[config.mk]
export PLATFORM = sky130hd
export DESIGN_NAME = ram_arbiter
export DESIGN_NICKNAME = d
export VERILOG_FILES = /design/src/rtl/ram_arbiter.sv
export SDC_FILE = /design/constraint.sdc
export NUM_CORES = 1
export LEC_CHECK = 0
export ABC_AREA = 1
export BUFFER_PORTS_ARGS = -buffer_cell sky130_fd_sc_hd__buf_2
export CORE_MARGIN = 10
export CORE_UTILIZATION = 47
export CTS_CLUSTER_DIAMETER = 40
export DETAILED_ROUTE_END_ITERATION = 6
export PLACE_DENSITY = 0.86
export SETUP_SLACK_MARGIN = 0.15
export SLEW_MARGIN = 20
export SYNTH_ARGS = -nofsm -noshare
export SYNTH_HDL_FRONTEND = slang
export SYNTH_SLANG_ARGS = --single-unit
[constraint.sdc]
create_clock -name clk -period 1.8 [get_ports clk]
set_clock_uncertainty 0.2 [all_clocks]
set_input_delay 0.27 -clock clk [delete_from_list [all_inputs] [get_ports clk]]
set_output_delay 0.27 -clock clk [all_outputs]
set_load 0.02 [all_outputs]
[src/rtl/ram_arbiter.sv]
// Two-port round-robin arbiter in front of a single-port RAM with a
// registered read. One access is in flight at a time: IDLE picks a
// winner, ISSUE drives the RAM for one cycle, CAPT catches read data, and
// ACK sets up a one-cycle completion pulse that is visible in the cycle
// after the FSM returns to IDLE.
module ram_arbiter #(
    parameter int AW = 5,
    parameter int DW = 9
) (
    input  logic          clk,
    input  logic          res,
    input  logic          req0,
    input  logic          req1,
    input  logic          wr0,
    input  logic          wr1,
    input  logic [AW-1:0] addr0,
    input  logic [AW-1:0] addr1,
    input  logic [DW-1:0] din0,
    input  logic [DW-1:0] din1,
    output logic          ack0,
    output logic          ack1,
    output logic [DW-1:0] rdata0,
    output logic [DW-1:0] rdata1,
    output logic          ram_wr,
    output logic [AW-1:0] ram_addr,
    output logic [DW-1:0] ram_din,
    input  logic [DW-1:0] ram_dout,
    output logic          busy
);

    localparam logic [1:0] IDLE  = 2'd0;
    localparam logic [1:0] ISSUE = 2'd1;
    localparam logic [1:0] CAPT  = 2'd2;
    localparam logic [1:0] ACK   = 2'd3;

    logic [1:0]    state_reg;
    logic          sel_reg;     // latched winner: 0 = requester 0, 1 = requester 1
    logic          last_reg;    // requester served most recently
    logic          wr_reg;
    logic [AW-1:0] addr_reg;
    logic [DW-1:0] din_reg;
    logic [DW-1:0] rdata0_reg;
    logic [DW-1:0] rdata1_reg;
    logic          ack0_reg;
    logic          ack1_reg;
    logic          grant_next;

    // Round-robin pick: a lone request wins, a tie goes to whoever was not served last.
    always_comb begin
        grant_next = req1;
        if (req0 && req1) begin
            grant_next = ~last_reg;
        end
    end

    // Access sequencer: state, winner latch and the round-robin pointer.
    always_ff @(posedge clk or posedge res) begin
        if (res) begin
            state_reg <= IDLE;
            sel_reg   <= 1'b0;
            last_reg  <= 1'b1;
            wr_reg    <= 1'b0;
            addr_reg  <= '0;
            din_reg   <= '0;
        end else begin
            case (state_reg)
                IDLE: begin
                    if (req0 || req1) begin
                        sel_reg   <= grant_next;
                        last_reg  <= grant_next;
                        wr_reg    <= grant_next ? wr1 : wr0;
                        addr_reg  <= grant_next ? addr1 : addr0;
                        din_reg   <= grant_next ? din1 : din0;
                        state_reg <= ISSUE;
                    end
                end
                ISSUE:   state_reg <= wr_reg ? ACK : CAPT;
                CAPT:    state_reg <= ACK;
                ACK:     state_reg <= IDLE;
                default: state_reg <= IDLE;
            endcase
        end
    end

    // Read-data capture: only the latched winner's result register is loaded.
    always_ff @(posedge clk or posedge res) begin
        if (res) begin
            rdata0_reg <= '0;
            rdata1_reg <= '0;
        end else if (state_reg == CAPT) begin
            if (sel_reg) begin
                rdata1_reg <= ram_dout;
            end else begin
                rdata0_reg <= ram_dout;
            end
        end
    end

    // Completion pulse: armed on leaving ACK so it lasts exactly one cycle.
    always_ff @(posedge clk or posedge res) begin
        if (res) begin
            ack0_reg <= 1'b0;
            ack1_reg <= 1'b0;
        end else begin
            ack0_reg <= (state_reg == ACK) && !sel_reg;
            ack1_reg <= (state_reg == ACK) && sel_reg;
        end
    end

    // RAM side is driven from the latch only, so it never follows the request inputs.
    assign ram_wr   = (state_reg == ISSUE) && wr_reg;
    assign ram_addr = addr_reg;
    assign ram_din  = din_reg;
    assign busy     = (state_reg != IDLE);
    assign ack0     = ack0_reg;
    assign ack1     = ack1_reg;
    assign rdata0   = rdata0_reg;
    assign rdata1   = rdata1_reg;

endmodule
==> results of run 1 <==
-- layer usage --
metal | track usage (%) | vias to the layer above
li1 | - | 869
met1 | 15.1 | 766
met2 | 23.0 | 39
met3 | 3.91 | 5
met4 | 5.54 | 0
met5 | 0 | -
-- metrics by stage --
stage	util (%)	hold WS (ns)	cells	power, W	area [um2]
after floorplan	-	0.229	231	0.00291	1870
after global placement	60.9	0.200	352	0.00350	2280
after detailed placement	60.9	0.207	352	0.00358	2280
after CTS	65.8	0.0438	365	0.00440	2460
after global routing	67.1	0.0573	368	0.00479	2510
final	67.1	0.0487	368	0.00445	2510
-- worst min-delay path by stage --
| stage | from | to | slack (ns) | cells past startpoint |
|---|---|---|---|---|
| 2_1_floorplan | ram_dout[0] | rdata0[0]$_DFFE_PP0P_ | 0.23 | 2 |
| 3_3_place_gp | res | rdata1[6]$_DFFE_PP0P_ | 0.20 | 3 |
| 4_1_cts | ram_dout[1] | rdata1[1]$_DFFE_PP0P_ | 0.04 | 3 |
| 5_1_grt | ram_dout[5] | rdata0[5]$_DFFE_PP0P_ | 0.06 | 3 |
| 6_report | ram_dout[0] | rdata0[0]$_DFFE_PP0P_ | 0.05 | 3 |
| 3_5_place_dp | res | rdata1[6]$_DFFE_PP0P_ | 0.21 | 3 |
-- power breakdown --
group	switching, W	total [W]	leakage (nW)	internal, W
sequential	0.000250	0.00158	0.476	0.00133
clock	0.000284	0.000634	0.0515	0.000349
combinational	0.00140	0.00224	0.995	0.000838
-- synth_stat cells (all sizes together) --
library cell and number:
dfrtp 38, inv 48, clkbuf 2, ha 4, o21ai 21, buf 6, nand3 31, dfstp 1
nor2 3, nand2 77
-- logic make-up after synthesis --
kind of cell,count (synthesis),synth area share [%]
AND/OR/NAND/NOR,111,26.2
buffers and inverters,56,13.3
flip-flops,39,52.2
AO/OA/AOI/OAI,21,5.62
adder cells (fa/ha/maj),4,2.68
-- area by class of cell --
type | instances | share of cell area [%]
Timing Repair Buffer | 89 | 20.4
Multi-Input combinational cell | 136 | 26.7
Sequential cell | 39 | 39.0
Inverter | 48 | 7.57
Clock buffer | 8 | 3.99
Tap cell | 48 | 2.39
-- worst max-delay path, cell delays in order (launching register included) --
cell,delay [ns]
dfrtp_1,0.39
inv_2,0.11
buf_12,0.11
ha_4,0.15
inv_6,0.05
buf_6,0.12
-- what timing repair did --
item,CTS,global route
hold endpoints to repair,38,0
hold buffers,1,0
pin swaps,1,2
endpoints found under the setup margin,17,18
buffers inserted,4,3
resized for setup,10,4
==> flow_metrics.py, run 1 <==
metrics = {
    "synth": {
        "synth.top_cells.by_area": "dfrtp_1, nand2_1, inv_1, nand3_1, o21ai_0",
        "synthDominantAreaCellType": "dfrtp_1",
        "synth.net_count": 278,
        "yosysSeqAreaShare_pct": 52.2,
        "yosysUniqueCellTypes": 16,
        "synth.top_cell.area_share_pct": 50.8,
        "syn_avg_cell_area_um2": 8.10,
        "syn_area_mm2": 0.00187,
        "post_synth_inst_count": 231,
        "synth_seq_cells": 39,
        "total_number_of_yosys_warnings": 0,
    },
    "timing": {
        "fmaxAchievable_mhz": 592,
        "finalWorstSetupSlack_ns": 0.112,
        "layout_worst_path_cycle_share_pct": 93.8,
        "slew_of_the_pin_with_the_lowest_slew_margin_ns": 0.477,
        "period_needed_ns": 1.69,
        "unrepaired_setup_endpoints_after_global_routing": "yes",
        "final-hold-violation-count": 0,
        "setup_viol": 0,
        "finalMaxSlewViolations": 0,
        "relSlewSlack_pct": 68.2,
        "setup-tns-final_ns": 0,
    },
    "clock_network": {
        "worst_setup_hold_path_clk_slew_ns": 0.07,
        "ctsRootBufferMaster": "clkbuf_8",
        "clock_tree.htree_level_count": 2,
        "cts.path.max_buffers": 2,
        "clkSinkCount": 39,
        "worstSkewPairLatency_ns": 0.29,
        "cts_inserted_buffers": 5,
        "clock_tree_from_tritoncts": "yes",
    },
    "floorplan": {
        "floorplan.die_area_mm2": 0.00690,
        "core_region_area_mm2": 0.00374,
        "num_io_pins": 79,
        "floorplan.die.width_um": 83.1,
        "height_of_the_die_um": 83.1,
        "floorplan.initialDensity_pct": 50.0,
        "floorplan.rows": 22,
    },
    "cells_and_area": {
        "total_area_of_multi_input_combinational_cells_um2": 669,
        "nFillCells": 332,
        "mostFrequentLayoutCells": "buf_2, nand2_1, inv_1, dfrtp_1, nand3_1",
        "layout.cells.most_common": "buf_2",
        "synthToLayoutAreaGrowth_pct": 34.2,
        "insertedDiodeCount": 0,
        "layout-drive-gt1-share_pct": 34.1,
        "finish.net_count": 366,
        "register_cell_area_after_layout_um2": 978,
    },
    "detailed_routing": {
        "wl_per_cell_um": 13.0,
        "num_vias": 1679,
        "dr.pass1.iters": 4,
        "ant_nets": 0,
        "route.top_layer_used": "met4",
        "met3WireLength_um": 233,
        "drt-initial-drc-count": 50,
        "via_per_inst": 4.56,
        "route.layer.met1.wl_um": 2050,
        "dr_wl_met2_um": 2440,
        "drt_drc_violations_left": 0,
        "wl_um": 4800,
    },
    "grt": {
        "first_pass_grt_wire_length_um": 7790,
        "maximum_number_of_pins_on_one_net_before_global_route_repair": 40,
        "antenna_found_initial": 0,
        "globalRouteTotalUtil_pct": 13.4,
        "grt-ovfl-total": 0,
        "first_global_vias": 1675,
    },
    "critical_path": {
        "ff2ff_setup_slack_ns": 0.30,
        "timing.critical_path.required_ns": 1.33,
        "worst_setup_path_end_kind": "primary output",
        "crit-reg2reg-capture": "ram_din[4]$_DFFE_PP0P_",
        "cp.arrival_ns": 1.22,
        "critical_path_peak_fanout": 3,
        "crit-reg2reg-launch": "state_reg[1]$_DFFE_PP0P_",
        "worstRegToRegCells": 8,
        "crit_start": "state_reg[1]$_DFFE_PP0P_",
        "critical_path.startpoint_type": "flop",
        "crit_end": "busy",
        "worst-setup-path-type": "flop to primary output",
    },
    "power": {
        "static-leakage-power_nw": 1.52,
        "maximum_vdd_drop_mv": 0.889,
        "power-per-cell-area_mw_per_mm2": 1770,
    },
    "place": {
        "portBuffers": 78,
        "dpl.hpwl_um": 3660,
        "place_worst_setup_slack_ns": 0.122,
        "gp_congestion": 0.765,
    },
    "status": {
        "run_status": "finished, final reports clean",
    },
    "worst_hold_path": {
        "hp-class": "primary input to flop",
    },
    "flow_run": {
        "max_cap_viol_count": 0,
    },
}
(Power assumes the default switching activity.)
==> run 2, diff against run 1 <==
- PLACE_DENSITY: 0.86 -> 0.79
==> flow_metrics.py, run 2 (synthesized netlist as in run 1, its figures left out) <==
metrics = {
    "timing": {
        "finalMaxSlewViolations": 0,
        "layout_worst_path_cycle_share_pct": 91.0,
        "relSlewSlack_pct": 75.9,
        "setup_viol": 0,
        "final-hold-violation-count": 0,
        "setup-tns-final_ns": 0,
        "period_needed_ns": 1.64,
        "fmaxAchievable_mhz": 611,
        "slew_of_the_pin_with_the_lowest_slew_margin_ns": 0.362,
        "unrepaired_setup_endpoints_after_global_routing": "yes",
        "finalWorstSetupSlack_ns": 0.162,
    },
    "power": {
        "static-leakage-power_nw": 1.50,
        "switchingPower_w": 0.00189,
        "sw_frac_of_total_pct": 43.7,
        "p_total_w": 0.00433,
        "combinationalPowerShare_pct": 49.1,
        "maximum_vdd_drop_mv": 0.789,
        "power.internal_w": 0.00244,
        "seqPwrFrac_pct": 36.3,
        "share_clk_of_total_power_pct": 14.6,
        "power-per-cell-area_mw_per_mm2": 1750,
    },
    "floorplan": {
        "height_of_the_die_um": 83.1,
        "floorplan.rows": 22,
        "floorplan.die_area_mm2": 0.00690,
        "core_region_area_mm2": 0.00374,
        "floorplan.die.width_um": 83.1,
        "floorplan.initialDensity_pct": 50.0,
        "num_io_pins": 79,
    },
    "detailed_routing": {
        "wl_um": 4600,
        "drt_drc_violations_left": 0,
        "ant_nets": 0,
        "via_per_inst": 4.55,
        "num_vias": 1666,
        "wl_per_cell_um": 12.6,
        "drt-initial-drc-count": 60,
        "dr.pass1.iters": 4,
    },
    "critical_path": {
        "worst_setup_path_end_kind": "primary output",
        "worstRegToRegCells": 7,
        "timing.critical_path.required_ns": 1.33,
        "cp.arrival_ns": 1.17,
        "critical_path_peak_fanout": 3,
        "critical_path.startpoint_type": "flop",
        "worst-setup-path-type": "flop to primary output",
    },
    "grt": {
        "first_global_vias": 1688,
        "first_pass_grt_wire_length_um": 7980,
        "maximum_number_of_pins_on_one_net_before_global_route_repair": 19,
        "globalRouteTotalUtil_pct": 13.6,
        "grt-ovfl-total": 0,
        "antenna_found_initial": 0,
    },
    "place": {
        "portBuffers": 78,
        "gp_congestion": 0.771,
        "place_worst_setup_slack_ns": 0.127,
        "post-place-cells": 353,
        "dpl.hpwl_um": 3600,
    },
    "cells_and_area": {
        "layout.cells.most_common": "buf_2",
        "total_area_of_multi_input_combinational_cells_um2": 672,
        "layout-drive-gt1-share_pct": 34.0,
        "synthToLayoutAreaGrowth_pct": 32.1,
        "stdcell_count": 366,
        "finish.net_count": 364,
        "nFillCells": 337,
        "mostFrequentLayoutCells": "buf_2, nand2_1, inv_1, dfrtp_1, nand3_1",
        "insertedDiodeCount": 0,
        "register_cell_area_after_layout_um2": 978,
    },
    "worst_hold_path": {
        "hp-class": "primary input to flop",
        "worstHoldPathCells": 3,
    },
    "clock_network": {
        "clock_tree_from_tritoncts": "yes",
        "clock_tree.htree_level_count": 2,
        "ctsRootBufferMaster": "clkbuf_8",
        "cts_inserted_buffers": 5,
        "cts.path.max_buffers": 2,
        "worst_setup_hold_path_clk_slew_ns": 0.07,
        "worstSkewPairLatency_ns": 0.29,
        "clkSinkCount": 39,
    },
    "flow_run": {
        "max_cap_viol_count": 0,
    },
    "status": {
        "run_status": "finished, final reports clean",
    },
}
run 2: changes by cell type in the layout (fill, tap and decap cells not counted), sizes merged:
cell / change
buf: -2
run 2: layout make-up:
class / count / share of cell area, %
sequential: 39 / 39.6
multi-input combinational: 136 / 27.2
timing repair buffer: 87 / 19.1
inverter: 48 / 7.59
clock buffer: 8 / 4.05
tap: 48 / 2.43
run 2: power groups by stage:
stage,sequential (W),clock (W),combinational [W]
global placement,0.00156,0,0.00195
floorplan,0.00202,0,0.000892
detailed placement,0.00157,0,0.00200
CTS,0.00156,0.000647,0.00209
global route,0.00164,0.000690,0.00241
finish,0.00157,0.000633,0.00213
run 2: final timing paths:
| check | start | slack (ns) | end |
|---|---|---|---|
| worst max-delay path | state_reg[1]$_DFFE_PP0P_ | 0.16 | ram_wr |
| worst min-delay path | ram_dout[3] | 0.05 | rdata1[3]$_DFFE_PP0P_ |
| worst max register to register | state_reg[1]$_DFFE_PP0P_ | 0.26 | ram_addr[2]$_DFFE_PP0P_ |
| worst min register to register | ram_din[7]$_DFFE_PP0P_ | 0.28 | ram_din[7]$_DFFE_PP0P_ |
| max in group asynchronous | res | 0.54 | rdata0[7]$_DFFE_PP0P_ |
| min in group asynchronous | res | 0.30 | sel_reg$_DFFE_PP0P_ |
run 2: through the flow:
| step | instance area, um2 | utilization, % | hold slack (ns) |
|---|---|---|---|
| 2_1_floorplan | 1870 | - | 0.229 |
| 3_3_place_gp | 2290 | 61.1 | 0.0559 |
| 3_5_place_dp | 2290 | 61.1 | 0.0538 |
| 4_1_cts | 2430 | 65.0 | 0.0426 |
| 5_1_grt | 2470 | 66.0 | 0.0603 |
| 6_report | 2470 | 66.0 | 0.0468 |
run 2: what timing repair did:
item / in CTS / in global routing
gates resized for setup: 8 / 6
hold buffers: 1 / 0
hold endpoints to repair: 7 / 0
pin swaps: 2 / 0
gates cloned: 0 / 0
buffers inserted: 3 / 1
endpoints found under the setup margin: 17 / 10
run 2: critical path: stages, from the launching register on:
cell and delay [ns]:
dfrtp_1 0.40, inv_2 0.13, ha_4 0.14, nand2_2 0.05, inv_1 0.06, buf_6 0.11
run 2: metal layers:
metal | part of all wire (%) | track usage (%)
met2 | 52 | 23.7
met1 | 40 | 15.3
met5 | 0 | 0
met3 | 6.4 | 4.88
met4 | 0.83 | 3.69
